==> src/rtl/mem_access_unit.sv <==
// MEM stage of the 5-stage MIPS32 pipeline. Runs loads and stores on a
// req/ack data bus, steers byte/half lanes, sign/zero-extends load data,
// flags misaligned accesses and bounds each bus access with a timeout.

// Per-byte-lane store formatting: picks the store byte for this lane and
// decides whether this lane's byte enable is set.
module mem_access_lane #(
  parameter int LANE = 0
) (
  input  logic [1:0]  size,
  input  logic [1:0]  lane,
  input  logic        hlane,
  input  logic [31:0] wd,
  output logic [7:0]  byte_d,
  output logic        be
);
  // Byte replicates wd[7:0], half replicates wd[15:0], word passes straight.
  always_comb begin
    byte_d = wd[8*LANE +: 8];
    be     = 1'b1;
    case (size)
      2'b00: begin
        byte_d = wd[7:0];
        be     = (lane == 2'(LANE));
      end
      2'b01: begin
        byte_d = wd[8*(LANE%2) +: 8];
        be     = (hlane == 1'(LANE/2));
      end
      default: ;
    endcase
  end
endmodule

module mem_access_unit #(
  parameter int TIMEOUT_CYCLES = 255,
  parameter bit BIG_ENDIAN     = 1'b0
) (
  input  logic        clk,
  input  logic        reset,
  input  logic        MemRead,
  input  logic        MemWrite,
  input  logic [1:0]  mem_size,
  input  logic        mem_unsigned,
  input  logic [31:0] ALUOutput_in,
  input  logic [31:0] WriteData_in,
  input  logic [4:0]  DstReg_in,
  input  logic [1:0]  WB_in,
  output logic        dmem_req,
  output logic        dmem_we,
  output logic [31:0] dmem_addr,
  output logic [31:0] dmem_wdata,
  output logic [3:0]  dmem_be,
  input  logic [31:0] dmem_rdata,
  input  logic        dmem_ack,
  output logic        stall,
  output logic [31:0] ReadData_out,
  output logic [31:0] ALUOutput_out,
  output logic [4:0]  DstReg_out,
  output logic [1:0]  WB_out,
  output logic        misalign_exc,
  output logic        bus_err
);
  localparam int          NUM_LANES = 4;
  localparam logic [7:0]  TO_LAST   = 8'(TIMEOUT_CYCLES - 1);

  typedef enum logic [1:0] {IDLE, BUSY, DONE} state_t;

  // Instruction held across the bus access so the MEM_WB side sees it in DONE.
  typedef struct packed {
    logic [31:0] alu;
    logic [4:0]  dst;
    logic [1:0]  wb;
    logic [1:0]  size;
    logic        uns;
    logic        ld;
  } op_t;

  state_t      state;
  op_t         q;
  logic [7:0]  cnt;
  logic [31:0] rd_q;

  logic        mem_op, misal;
  logic [1:0]  in_lane;
  logic        in_hlane;
  logic [NUM_LANES-1:0][7:0] st_bytes;
  logic [NUM_LANES-1:0]      st_be;

  logic [1:0]  ld_lane;
  logic        ld_hlane;
  logic [31:0] ld_data;

  assign mem_op   = MemRead | MemWrite;
  // Size 11 behaves as a word, so word alignment keys off size[1].
  assign misal    = ((mem_size == 2'b01) & ALUOutput_in[0]) |
                    (mem_size[1] & (ALUOutput_in[1:0] != 2'b00));
  assign in_lane  = BIG_ENDIAN ? (2'd3 - ALUOutput_in[1:0]) : ALUOutput_in[1:0];
  assign in_hlane = BIG_ENDIAN ? ~ALUOutput_in[1] : ALUOutput_in[1];
  assign ld_lane  = BIG_ENDIAN ? (2'd3 - q.alu[1:0]) : q.alu[1:0];
  assign ld_hlane = BIG_ENDIAN ? ~q.alu[1] : q.alu[1];

  for (genvar g = 0; g < NUM_LANES; g++) begin : g_lane
    mem_access_lane #(.LANE(g)) u_lane (
      .size   (mem_size),
      .lane   (in_lane),
      .hlane  (in_hlane),
      .wd     (WriteData_in),
      .byte_d (st_bytes[g]),
      .be     (st_be[g])
    );
  end

  // Extract the addressed byte/half from the bus and extend it to 32 bits.
  always_comb begin
    logic [7:0]  b;
    logic [15:0] h;
    b = dmem_rdata[{ld_lane, 3'b000} +: 8];
    h = dmem_rdata[{ld_hlane, 4'b0000} +: 16];
    case (q.size)
      2'b00:   ld_data = q.uns ? {24'b0, b} : {{24{b[7]}}, b};
      2'b01:   ld_data = q.uns ? {16'b0, h} : {{16{h[15]}}, h};
      default: ld_data = dmem_rdata;
    endcase
  end

  // Access FSM: latch the op in IDLE, hold the bus in BUSY, present in DONE.
  always_ff @(posedge clk) begin
    if (reset) begin
      state      <= IDLE;
      q          <= '0;
      cnt        <= '0;
      rd_q       <= '0;
      dmem_req   <= 1'b0;
      dmem_we    <= 1'b0;
      dmem_addr  <= '0;
      dmem_wdata <= '0;
      dmem_be    <= '0;
    end else begin
      case (state)
        IDLE: begin
          if (mem_op && !misal) begin
            q          <= '{alu: ALUOutput_in, dst: DstReg_in, wb: WB_in,
                            size: mem_size, uns: mem_unsigned, ld: MemRead};
            cnt        <= '0;
            dmem_req   <= 1'b1;
            dmem_we    <= MemWrite;
            dmem_addr  <= {ALUOutput_in[31:2], 2'b00};
            dmem_wdata <= st_bytes;
            dmem_be    <= MemWrite ? st_be : 4'b0000;
            state      <= BUSY;
          end
        end
        BUSY: begin
          // Ack takes priority over a coincident timeout.
          if (dmem_ack) begin
            dmem_req <= 1'b0;
            if (q.ld) rd_q <= ld_data;
            state    <= DONE;
          end else if (cnt == TO_LAST) begin
            dmem_req <= 1'b0;
            state    <= IDLE;
          end else begin
            cnt <= cnt + 8'd1;
          end
        end
        DONE:    state <= IDLE;
        default: state <= IDLE;
      endcase
    end
  end

  // Stage outputs: pass-through in IDLE, bubble while busy, latched op in DONE.
  always_comb begin
    stall         = 1'b0;
    misalign_exc  = 1'b0;
    bus_err       = 1'b0;
    ReadData_out  = '0;
    ALUOutput_out = ALUOutput_in;
    DstReg_out    = DstReg_in;
    WB_out        = WB_in;
    case (state)
      IDLE: begin
        if (mem_op) begin
          WB_out       = 2'b00;
          stall        = !misal;
          misalign_exc = misal;
        end
      end
      BUSY: begin
        stall         = 1'b1;
        WB_out        = 2'b00;
        ALUOutput_out = q.alu;
        DstReg_out    = q.dst;
        bus_err       = !dmem_ack && (cnt == TO_LAST);
      end
      DONE: begin
        ReadData_out  = rd_q;
        ALUOutput_out = q.alu;
        DstReg_out    = q.dst;
        WB_out        = q.wb;
      end
      default: ;
    endcase
  end
endmodule
==> config.mk <==
export PLATFORM = sky130hd
export DESIGN_NAME = mem_access_unit
export DESIGN_NICKNAME = d
export VERILOG_FILES = /design/src/rtl/mem_access_unit.sv
export SDC_FILE = /design/constraint.sdc
export NUM_CORES = 1
export LEC_CHECK = 0
export ABC_AREA = 1
export CAP_MARGIN = 20
export CORE_UTILIZATION = 28
export CTS_CLUSTER_DIAMETER = 200
export DETAILED_ROUTE_END_ITERATION = 6
export GPL_TIMING_DRIVEN = 1
export HOLD_SLACK_MARGIN = 0.05
export MAX_ROUTING_LAYER = met4
export SYNTH_ARGS = -nofsm -noshare
export SYNTH_HDL_FRONTEND = slang
export SYNTH_SLANG_ARGS = --single-unit
==> constraint.sdc <==
create_clock -name clk -period 2.5 [get_ports clk]
set_clock_uncertainty 0.2 [all_clocks]
set_input_delay 0.75 -clock clk [delete_from_list [all_inputs] [get_ports clk]]
set_output_delay 0.75 -clock clk [all_outputs]
set_load 0.03 [all_outputs]
==> metrics.csv, run 1 <==
stage,metric,value,unit
run_status,status,finished with violations,
run_status,violations,negative setup slack,
global_route,globalRouteMet2Util,0.3134,
place,port_buffers,252,
logic_synthesis,avgSynthCellArea,6.726,µm²
hold_path,hold_class,register to register,
sta,fmax,0.3681,GHz
global_route,grt_util_met1,0.2426,
sta,rsz0062_at_grt,true,
floorplanning,die_area,23700,µm²
route,via_count,7255,
pwr,power_density,652.8,nW/µm²
clock_tree,clock_path_buffers,2,
final_layout,antenna_cells,0,
clock_tree,hold_buffers,0,
pwr,switching_power,0.002421,W
route,drtIter0Drc,418,
route,remaining_drc_errors,0,
route,drt-vias-per-instance,4.767,
final_layout,drive_gt1_frac,0.2692,
sta,setup_viol,71,
logic_synthesis,syn_area,6464,µm²
logic_synthesis,synth_cell_types,34,
worst_setup_path,cpPeakStageDelay,0.34,ns
worst_setup_path,crit_path_max_fanout,6,
worst_setup_path,path_class,register to primary output,
worst_setup_path,worstPathArrival,1.77,ns
pwr,peakVddDrop,406.5,µV
global_route,antenna_found_initial,0,
flow_run,maxCapViolCount,0,
sta,fin_ws,-0.2163,ns
place,gp_congestion,0.8538,
logic_synthesis,synthCells,961,
global_route,grt-ovfl-total,0,
floorplanning,core_area,22640,µm²
pwr,leakage,5.308,nW
route,final_antenna_net_count,0,
final_layout,layout.nets,1341,
worst_setup_path,start_kind,register,
sta,relSlewSlack,0.5570,
logic_synthesis,async_reset_ff_frac,0,
place,dpl_cell_area,9285,µm²
logic_synthesis,synth-seq-cells,123,
clock_tree,htreeDepth,4,
clock_tree,cts_tree,yes,
logic_synthesis,synth.yosys.warnings,0,
worst_setup_path,crit_required,1.55,ns
worst_setup_path,crit_chain,inv_2 > ha_4 > buf_8 > clkbuf_16 > nand2_2 > o21ai_1 > buf_4,
route,wl_per_cell,15.63,µm
clock_tree,numCtsBuffers,17,
place,hpwlAfterDp,15570,µm
pwr,sequentialPowerShare,0.314,
global_route,busiest_layer,met2,
worst_setup_path,worstSetupEndpointType,primary output,
pwr,power_frac_clock,0.351,
floorplanning,die_w,153.9,µm
pwr,p_comb_frac,0.335,
clock_tree,clkLatencyLatePin,0.41,ns
clock_tree,cts.sinks,123,
clock_tree,clk_pin_slew,0.06,ns
route,drt_wl_total,23790,µm
final_layout,syn2layout_area_growth,69.86,%
sta,tightestPinTransition,0.6645,ns
worst_setup_path,crit_slowest_cell,dfxtp_2,
floorplanning,ios,255,
global_route,globalRouteTotalUtil,0.1960,
floorplanning,initial_core_util,0.2855,
sta,slew_violations,0,
final_layout,fill_cells,2221,
logic_synthesis,yosysSeqAreaShare,0.3810,
final_layout,finish.instance_area,10980,µm²
sta,setup_tns,-7.976,ns
global_route,grt_max_degree,55,
sta,fin_hold_ws,0.2660,ns
logic_synthesis,synth_edf_count,0,
sta,fin_crit,2.716,ns
sta,hold_violations,0,
global_route,grt_pass1_wl,35600,µm
route,firstDrtPassIters,5,
pwr,intPower,0.004746,W
clock_tree,clockRootBuffer,clkbuf_16,
pwr,switching_share,0.3378,
floorplanning,fp.dieH,153.9,µm
pwr,p_total,0.007167,W
global_route,grt_pass1_vias,6717,
floorplanning,row_count,55,
logic_synthesis,synthFlopType,dfxtp_1,
sta,fin_crit_sh,1.087,
place,pre_cts_ws,-0.4522,ns
global_route,met3_usage,0.04059,
==> synthesized netlist by cell type (2+ instances only) <==
cell type / number / area, µm²
buf_4: 35 / 262.8
a22oi_1: 11 / 82.58
o22ai_1: 2 / 12.51
nand2_1: 262 / 983.4
nand4_1: 8 / 50.05
nor3_1: 2 / 10.01
o21ai_1: 8 / 40.04
a21oi_1: 110 / 550.5
buf_6: 8 / 90.09
inv_2: 5 / 18.77
nor2_1: 35 / 131.4
nand2_4: 5 / 56.30
clkbuf_1: 35 / 131.4
o21a_1: 8 / 60.06
dfxtp_1: 123 / 2462
nand2_2: 6 / 37.54
nand3_1: 20 / 100.1
a31oi_1: 15 / 93.84
ha_1: 6 / 75.07
buf_2: 13 / 65.06
inv_1: 107 / 401.6
nor2_2: 3 / 18.77
o21ai_0: 111 / 555.5
or2_2: 7 / 43.79
o211ai_1: 7 / 52.55
==> stage by stage <==
step	instances	util
floorplan	962	-
global placement	1464	0.4101
detailed placement	1464	0.4101
CTS	1514	0.4581
global route	1522	0.4849
finish	1522	0.4849
==> per-layer routing <==
metal | up-vias | part of all wire
met5 | - | 0
met4 | 0 | 0.027
met3 | 41 | 0.057
met2 | 259 | 0.48
met1 | 3358 | 0.43
li1 | 3597 | -
==> critical path, delay by kind of cell, from the launching register on <==
| kind | cells | cell delay [ns] |
|---|---|---|
| adder cells (fa/ha/maj) | 1 | 0.34 |
| AO/OA/AOI/OAI | 1 | 0.07 |
| flip-flops | 1 | 0.34 |
| buffers and inverters | 4 | 0.56 |
| AND/OR/NAND/NOR | 1 | 0.04 |
==> final timing paths <==
kind	from	end	slack (ns)	cells past startpoint
worst max register to register	state[1]$_SDFFE_PP0P_	rd_q[9]$_SDFFE_PP0P_	0.39	12
worst max-delay path	state[1]$_SDFFE_PP0P_	ALUOutput_out[16]	-0.22	7
worst min-delay path	dmem_wdata[19]$_SDFFE_PP0P_	dmem_wdata[19]$_SDFFE_PP0P_	0.27	2
worst min register to register	dmem_wdata[19]$_SDFFE_PP0P_	dmem_wdata[19]$_SDFFE_PP0P_	0.27	2
==> timing repair <==
action,4_1_cts,5_1_grt
endpoints found under the setup margin,74,74
pin swaps,22,36
resized for setup,94,152
setup buffers,13,5
gates cloned,5,7
==> registers in the layout, indices dropped and copies added, names as in the netlist <==
register / count
dmem_req: 1
dmem_be: 4
q: 41
dmem_we: 1
ld_lane: 1
state: 2
cnt: 8
rd_q: 32
dmem_wdata: 32
ld_hlane: 1
==> power by group through the flow <==
stage               Sequential [W]  Clock, W  Combinational [W]
detailed placement         0.00227         0            0.00202
finish                     0.00225   0.00251            0.00240
CTS                        0.00223   0.00259            0.00229
global route               0.00227   0.00268            0.00256
floorplan                  0.00237         0            0.00109
global placement           0.00227         0            0.00201
==> kinds of logic (layout without fill, tap and decap cells) <==
family / count (synthesis) / in the layout / synth area share
adder cells (fa/ha/maj): 6 / 6 / 0.01161
XOR/XNOR: 1 / 1 / 0.001355
flip-flops: 123 / 123 / 0.3810
buffers and inverters: 204 / 479 / 0.1506
AND/OR/NAND/NOR: 349 / 349 / 0.2232
AO/OA/AOI/OAI: 277 / 277 / 0.2317
other: 1 / 2 / 0.0005802
==> area by class of cell <==
| cell class | instances | area [µm²] | area share |
|---|---|---|---|
| Inverter | 112 | 426.7 | 0.03886 |
| Multi-Input combinational cell | 635 | 3533 | 0.3218 |
| Clock inverter | 12 | 135.1 | 0.01231 |
| Tap cell | 285 | 356.6 | 0.03248 |
| Clock buffer | 20 | 466.7 | 0.04251 |
| Sequential cell | 123 | 2472 | 0.2252 |
| Timing Repair Buffer | 335 | 3588 | 0.3268 |
==> cell usage in the layout, fill, tap and decap left out, types with 11 or more instances in the layout <==
master / count
o21ai_1: 20
nand2_1: 217
dfxtp_1: 117
a21oi_1: 109
o21ai_0: 74
a31oi_1: 15
clkbuf_16: 22
a22oi_1: 11
buf_12: 20
clkdlybuf4s50_1: 165
buf_6: 57
inv_2: 28
buf_4: 70
o21ai_2: 20
nor2_1: 33
nand3_1: 20
nand2_2: 22
inv_1: 81
nand2_4: 34
(Power assumes the default switching activity.)
==> run 2, diff against run 1 <==
- PLACE_DENSITY: unset -> 0.59
- clock period: 2.5 -> 2.7 ns (I/O delays scaled with it)
==> run 2 against run 1 <==
  * The run still ends with negative setup slack left
  * Sequential power decreased by 8%
  * Die area unchanged
  * Worst hold slack got worse by 0.0031 ns
  * Via count decreased by 2.4%
  * Final area decreased by 5.9%
  * Largest power group unchanged
==> metrics.csv, run 2 (synthesis results as in run 1) <==
stage,metric,value,unit,change
worst_setup_path,crit_chain,inv_2 > ha_4 > buf_12 > buf_16 > o21ai_4 > buf_6,,
global_route,antenna_found_initial,0,,unchanged
floorplanning,row_count,55,,unchanged
place,hpwlAfterDp,15550,µm,-0.14%
clock_tree,clkLatencyLatePin,0.42,ns,about the same
floorplanning,die_w,153.9,µm,unchanged
clock_tree,clk_pin_slew,0.06,ns,about the same
worst_setup_path,path_class,register to primary output,,
global_route,grt-ovfl-total,0,,unchanged
flow_run,maxCapViolCount,0,,unchanged
clock_tree,clockRootBuffer,clkbuf_16,,
final_layout,drive_gt1_frac,0.2153,,-0.05385
final_layout,layout.nets,1316,,-1.9%
route,via_count,7079,,-2.4%
floorplanning,fp.dieH,153.9,µm,unchanged
final_layout,reg_top3,"q x41, dmem_wdata x32, rd_q x32",,
worst_setup_path,crit_slowest_cell,dfxtp_2,,
final_layout,final_cell_mix,"243 x nand2_1, 172 x clkdlybuf4s50_1, 120 x dfxtp_1",,
final_layout,syn2layout_area_growth,59.80,%,
route,drt-vias-per-instance,4.729,,-0.80%
sta,fin_crit,2.723,ns,
floorplanning,initial_core_util,0.2855,,unchanged
worst_setup_path,worstSetupEndpointType,primary output,,
place,pre_cts_ws,-0.2799,ns,+0.1724 ns
floorplanning,die_area,23700,µm²,unchanged
sta,rsz0062_at_grt,true,,
final_layout,largest_register_ffs,41,,unchanged
clock_tree,hold_buffers,0,,unchanged
sta,relSlewSlack,0.5652,,+0.008239
sta,tightestPinTransition,0.6522,ns,-0.01236 ns
global_route,globalRouteTotalUtil,0.1971,,+0.001124
clock_tree,numCtsBuffers,17,,unchanged
worst_setup_path,cpPeakStageDelay,0.33,ns,about the same
route,remaining_drc_errors,0,,unchanged
final_layout,fill_cells,2341,,+5.4%
sta,slew_violations,0,,unchanged
sta,setup_viol,12,,-83%
global_route,grt_max_degree,79,,+44%
sta,fin_hold_ws,0.2629,ns,-0.003138 ns
floorplanning,ios,255,,unchanged
sta,setup_tns,-0.1235,ns,+7.853 ns
sta,fmax,0.3673,GHz,
final_layout,antenna_cells,0,,unchanged
hold_path,hold_class,register to register,,
global_route,grt_pass1_wl,35580,µm,about the same
run_status,violations,negative setup slack,,
place,gp_congestion,0.8706,,+2.0%
route,wl_per_cell,15.32,µm,-2.0%
pwr,peakVddDrop,371.3,µV,-8.7%
sta,fin_ws,-0.02266,ns,+0.1936 ns
clock_tree,htreeDepth,4,,unchanged
worst_setup_path,worstPathArrival,1.71,ns,-0.06 ns
global_route,grt_pass1_vias,6679,,-0.57%
final_layout,regMostFlops,q,,
floorplanning,core_area,22640,µm²,unchanged
clock_tree,cts.sinks,123,,unchanged
route,drt_wl_total,22940,µm,-3.6%
worst_setup_path,crit_required,1.69,ns,+0.14 ns
route,final_antenna_net_count,0,,unchanged
place,port_buffers,252,,unchanged
worst_setup_path,crit_path_max_fanout,15,,+9
pwr,power_density,621.1,nW/µm²,-4.9%
pwr,leakage,4.764,nW,-10%
worst_setup_path,start_kind,register,,
clock_tree,clock_path_buffers,2,,unchanged
clock_tree,cts_tree,yes,,
sta,hold_violations,0,,unchanged
final_layout,final_common_cell,nand2_1,,
route,drtIter0Drc,304,,-27%
run_status,status,finished with violations,,
sta,fin_crit_sh,1.008,,
route,firstDrtPassIters,4,,-1
final_layout,fin_util,0.4562,,-0.02874
==> run 2: cell count changes in the layout (fill, tap and decap cells not counted), moves of 4 or more <==
cell,previous run,this run
dlymetal6s2s_1,7,0
o21ai_4,5,9
inv_2,28,10
buf_12,20,11
clkdlybuf4s50_1,165,172
buf_4,70,82
buf_6,57,33
nand2_1,217,243
nand2_2,22,14
clkbuf_16,22,17
o21ai_0,74,78
nand2_4,34,16
inv_1,81,101
o21ai_1,20,10
==> run 2: power breakdown <==
part	switching, W	internal, W	total (W)
logic	0.00121	0.000911	0.00212
clock network	0.000929	0.00129	0.00222
registers	0.000107	0.00197	0.00208
total	0.00225	0.00417	0.00641
==> run 2: critical path, delay by kind of cell, from the launching register on <==
kind | cells | cell delay (ns)
buffers and inverters | 4 | 0.52
AOI/OAI and AO/OA | 1 | 0.15
DFF | 1 | 0.33
adders and majority gates | 1 | 0.28
==> run 2: area by class of cell <==
type / instances / area [µm²] / share of cell area
tap: 285 / 356.6 / 0.03452
multi-input combinational: 635 / 3385 / 0.3277
timing repair buffer: 310 / 3134 / 0.3035
sequential: 123 / 2466 / 0.2388
clock buffer: 18 / 429.2 / 0.04155
inverter: 112 / 421.7 / 0.04082
clock inverter: 14 / 136.4 / 0.01320
==> run 2: final timing paths <==
| path | to | startpoint | cells after the start | slack (ns) |
|---|---|---|---|---|
| max | ALUOutput_out[14] | state[0]$_SDFFE_PP0P_ | 6 | -0.02 |
| min | dmem_wdata[16]$_SDFFE_PP0P_ | dmem_wdata[16]$_SDFFE_PP0P_ | 2 | 0.26 |
| max reg2reg | rd_q[5]$_SDFFE_PP0P_ | state[1]$_SDFFE_PP0P_ | 11 | 0.65 |
| min reg2reg | dmem_wdata[16]$_SDFFE_PP0P_ | dmem_wdata[16]$_SDFFE_PP0P_ | 2 | 0.26 |
==> run 2: what timing repair did <==
action                                 CTS  global route
setup endpoints to repair               53            68
gates resized for setup                138            24
pin swaps                               34             7
gates cloned                             5             0
buffers inserted                         5             3
endpoints found under the hold margin    0             0
==> run 2: stage by stage <==
| stage | cells | power, W | area, µm² |
|---|---|---|---|
| final | 1497 | 0.006415 | 10330 |
| after global routing | 1497 | 0.006718 | 10330 |
| after CTS | 1494 | 0.006460 | 10230 |
| after detailed placement | 1452 | 0.003912 | 9067 |
| after global placement | 1452 | 0.003911 | 9067 |
| after floorplan | 962 | 0.003188 | 6472 |
==> run 2: layer usage <==
metal  vias up  track usage  routed length [µm]
li1       3565            -                   -
met1      3257       0.2320               10060
met2       230       0.3221               11040
met3        27      0.05214                1387
met4         0      0.07095                 449
met5         -            -                   0
==> run 3, diff against run 2 <==
- PLACE_DENSITY: 0.59 -> 0.58
- SYNTH_HIERARCHICAL: unset -> 1
==> run 3 against run 2 <==
  * The flow still finishes with violations (negative setup slack)
  * Non-clock buffer count is 3 lower
  * Critical path depth increased by 1
  * Fmax is 0.90% lower
  * Wire length rose by 3.4%
  * Count of clock-buffer cells in the layout decreased by 1
  * First-iteration DRC count increased by 12%
  * Die area is 4.0% higher
  * Largest cell class unchanged
==> metrics.csv, run 3 <==
stage,metric,value,unit,change
clock_tree,clockRootBuffer,clkbuf_16,,
final_layout,final_cell_mix,"239 x nand2_1, 172 x clkdlybuf4s50_1, 121 x dfxtp_1",,
worst_setup_path,worstReg2RegEnd,dmem_be[2]$_SDFFE_PP0P_,,
global_route,grt_max_degree,77,,-2.5%
final_layout,final_common_cell,nand2_1,,
worst_setup_path,crit_required,1.69,ns,about the same
final_layout,syn2layout_area_growth,54.27,%,
pwr,switching_share,0.3466,,-0.003647
clock_tree,clk_pin_slew,0.06,ns,about the same
floorplanning,row_count,56,,+1.8%
worst_setup_path,worstPathArrival,1.74,ns,+0.03 ns
place,hpwlAfterDp,16300,µm,+4.9%
floorplanning,ios,255,,unchanged
pwr,power_frac_clock,0.348,,+0.003
route,firstDrtPassIters,5,,+1
worst_setup_path,rr_worst_depth,10,,-1
worst_setup_path,crit_path_end,ALUOutput_out[15],,
run_status,violations,negative setup slack,,
route,remaining_drc_errors,0,,unchanged
logic_synthesis,synth_top_cell_by_area,dfxtp_1,,
logic_synthesis,synthFlopType,dfxtp_1,,
worst_setup_path,worstReg2RegStart,state[0]$_SDFFE_PP0P_,,
floorplanning,die_w,157.0,µm,+2.0%
logic_synthesis,synthTopCellsByCount,"263 x nand2_1, 135 x o21ai_0, 123 x dfxtp_1, 113 x inv_1, 103 x a21oi_1",,
pwr,power_density,625.2,nW/µm²,+0.67%
final_layout,drive_gt1_frac,0.1856,,-0.02972
sta,fmax,0.3640,GHz,-0.90%
logic_synthesis,avgSynthCellArea,6.540,µm²,-2.8%
logic_synthesis,async_reset_ff_frac,0,,unchanged
worst_setup_path,crit_start,state[0]$_SDFFE_PP0P_,,
pwr,p_comb_frac,0.331,,about the same
global_route,grt_pass1_wl,35750,µm,+0.46%
sta,setup_viol,31,,+19
sta,fin_ws,-0.04749,ns,-0.02483 ns
global_route,globalRouteTotalUtil,0.1942,,-0.002902
final_layout,layout.nets,1371,,+4.2%
flow_run,maxCapViolCount,0,,unchanged
sta,slew_violations,0,,unchanged
final_layout,fin_util,0.4405,,-0.01567
sta,setup_tns,-0.7812,ns,-0.6577 ns
pwr,switching_power,0.002247,W,about the same
worst_setup_path,path_class,register to primary output,,
sta,tightestPinTransition,0.6249,ns,-0.02725 ns
clock_tree,hold_buffers,0,,unchanged
hold_path,hold_class,register to register,,
route,via_count,7246,,+2.4%
logic_synthesis,synth.yosys.warnings,6,,+6
logic_synthesis,synth_top_area_frac,0.3663,,-0.01468
run_status,status,finished with violations,,
final_layout,antenna_cells,0,,unchanged
logic_synthesis,synth_edf_count,0,,unchanged
sta,rsz0062_at_grt,true,,
floorplanning,core_area,23540,µm²,+4.0%
logic_synthesis,synth_most_common_cell,nand2_1,,
logic_synthesis,synthCells,1028,,+7.0%
route,drt_wl_total,23710,µm,+3.4%
floorplanning,die_area,24630,µm²,+4.0%
sta,fin_crit,2.747,ns,+0.02483 ns
route,wl_per_cell,14.96,µm,-2.4%
worst_setup_path,start_kind,register,,
clock_tree,clock_path_buffers,2,,unchanged
sta,relSlewSlack,0.5834,,+0.01816
global_route,antenna_found_initial,0,,unchanged
pwr,intPower,0.004237,W,+1.6%
worst_setup_path,ff2ff_setup_slack,0.58,ns,-0.07 ns
route,drt-vias-per-instance,4.572,,-3.3%
final_layout,largest_register_ffs,41,,unchanged
pwr,leakage,4.787,nW,+0.48%
floorplanning,fp.dieH,157.0,µm,+2.0%
clock_tree,cts_tree,yes,,
clock_tree,cts.sinks,123,,unchanged
sta,hold_violations,0,,unchanged
logic_synthesis,synth_area_leaders,"dfxtp_1 37%, nand2_1 15%, o21ai_0 10%, a21oi_1 7.7%, inv_1 6.3%",,
clock_tree,numCtsBuffers,17,,unchanged
clock_tree,htreeDepth,4,,unchanged
logic_synthesis,synth_cell_types,35,,+2.9%
route,drtIter0Drc,340,,+12%
sta,fin_crit_sh,1.018,,+0.009196
global_route,grt-ovfl-total,0,,unchanged
logic_synthesis,syn_area,6723,µm²,+4.0%
floorplanning,initial_core_util,0.2856,,about the same
final_layout,fill_cells,2474,,+5.7%
final_layout,regMostFlops,q,,
global_route,grt_pass1_vias,6686,,+0.10%
clock_tree,clkLatencyLatePin,0.41,ns,about the same
final_layout,reg_top3,"q x41, dmem_wdata x32, rd_q x32",,
place,gp_congestion,0.9074,,+4.2%
pwr,sequentialPowerShare,0.321,,-0.003
route,final_antenna_net_count,0,,unchanged
worst_setup_path,worstSetupEndpointType,primary output,,
pwr,peakVddDrop,301.8,µV,-19%
logic_synthesis,yosysSeqAreaShare,0.3663,,-0.01468
place,port_buffers,252,,unchanged
logic_synthesis,synth-seq-cells,123,,unchanged
worst_setup_path,crit_path_max_fanout,7,,-8
[run 3: cell families (layout without fill, tap and decap cells)]
| logic type | after synthesis | in the layout | synth area share |
|---|---|---|---|
| flops | 123 | 123 | 0.3663 |
| compound gates | 264 | 264 | 0.2057 |
| simple gates | 410 | 410 | 0.2518 |
| buf+inv | 221 | 458 | 0.1606 |
| xor+xnor | 3 | 3 | 0.003909 |
| fa+ha+maj | 6 | 6 | 0.01117 |
| other cells | 1 | 2 | 0.0005578 |
[run 3: metrics by stage]
step / instance area [µm²] / total power (W) / hold slack, ns / worst slack (ns) / cells
after floorplan: 6726 / 0.003257 / 0.2456 / -0.1053 / 1029
after global placement: 9266 / 0.003996 / 0.2507 / -0.4140 / 1539
after detailed placement: 9266 / 0.004003 / 0.2552 / -0.4386 / 1539
after CTS: 10260 / 0.006508 / 0.2648 / -0.1017 / 1584
after global routing: 10370 / 0.006796 / 0.2965 / -0.1242 / 1585
final: 10370 / 0.006484 / 0.2647 / -0.04749 / 1585
[run 3: layout make-up]
class                      count  area (µm²)  share of cell area
multi-input combinational    685        3378              0.3257
timing repair buffer         307        3100              0.2989
sequential                   123        2465              0.2377
inverter                     120       455.4             0.04391
clock buffer                  17       425.4             0.04102
tap                          319       399.1             0.03848
clock inverter                14       147.6             0.01424
[run 3: repair_timing]
action | in CTS | in global routing
setup buffers | 9 | 0
endpoints found under the hold margin | 0 | 0
gates cloned | 5 | 2
pin swaps | 18 | 7
setup endpoints to repair | 71 | 74
resized for setup | 81 | 36
[run 3: worst min path at each step]
stage / startpoint / to / slack (ns) / depth (start not counted)
final: dmem_we$_SDFFE_PP0P_ / dmem_we$_SDFFE_PP0P_ / 0.26 / 2
after global routing: dmem_be[0]$_SDFFE_PP0P_ / dmem_be[0]$_SDFFE_PP0P_ / 0.30 / 2
after CTS: dmem_we$_SDFFE_PP0P_ / dmem_we$_SDFFE_PP0P_ / 0.26 / 2
after detailed placement: dmem_we$_SDFFE_PP0P_ / dmem_we$_SDFFE_PP0P_ / 0.26 / 2
after global placement: dmem_we$_SDFFE_PP0P_ / dmem_we$_SDFFE_PP0P_ / 0.25 / 2
after floorplan: rd_q[15]$_SDFFE_PP0P_ / rd_q[15]$_SDFFE_PP0P_ / 0.25 / 2
[run 3: critical path: stages (launching register included)]
cell and delay (ns):
dfxtp_2 0.34, inv_2 0.05, ha_4 0.33, buf_12 0.15
buf_12 0.14, nand2_2 0.04, o21ai_1 0.07, buf_4 0.18
[run 3: routing by layer]
| metal | part of all wire | GRT usage | vias up |
|---|---|---|---|
| li1 | - | - | 3682 |
| met1 | 0.46 | 0.2376 | 3341 |
| met2 | 0.46 | 0.3113 | 209 |
| met3 | 0.071 | 0.05865 | 14 |
| met4 | 0.0093 | 0.04622 | 0 |
| met5 | 0 | - | - |
[run 3: power groups by stage]
stage	clock, W	sequential (W)	combinational (W)
3_3_place_gp	0	0.00210	0.00189
3_5_place_dp	0	0.00211	0.00189
6_report	0.00226	0.00208	0.00214
5_1_grt	0.00241	0.00210	0.00229
4_1_cts	0.00232	0.00208	0.00211
2_1_floorplan	0	0.00222	0.00104
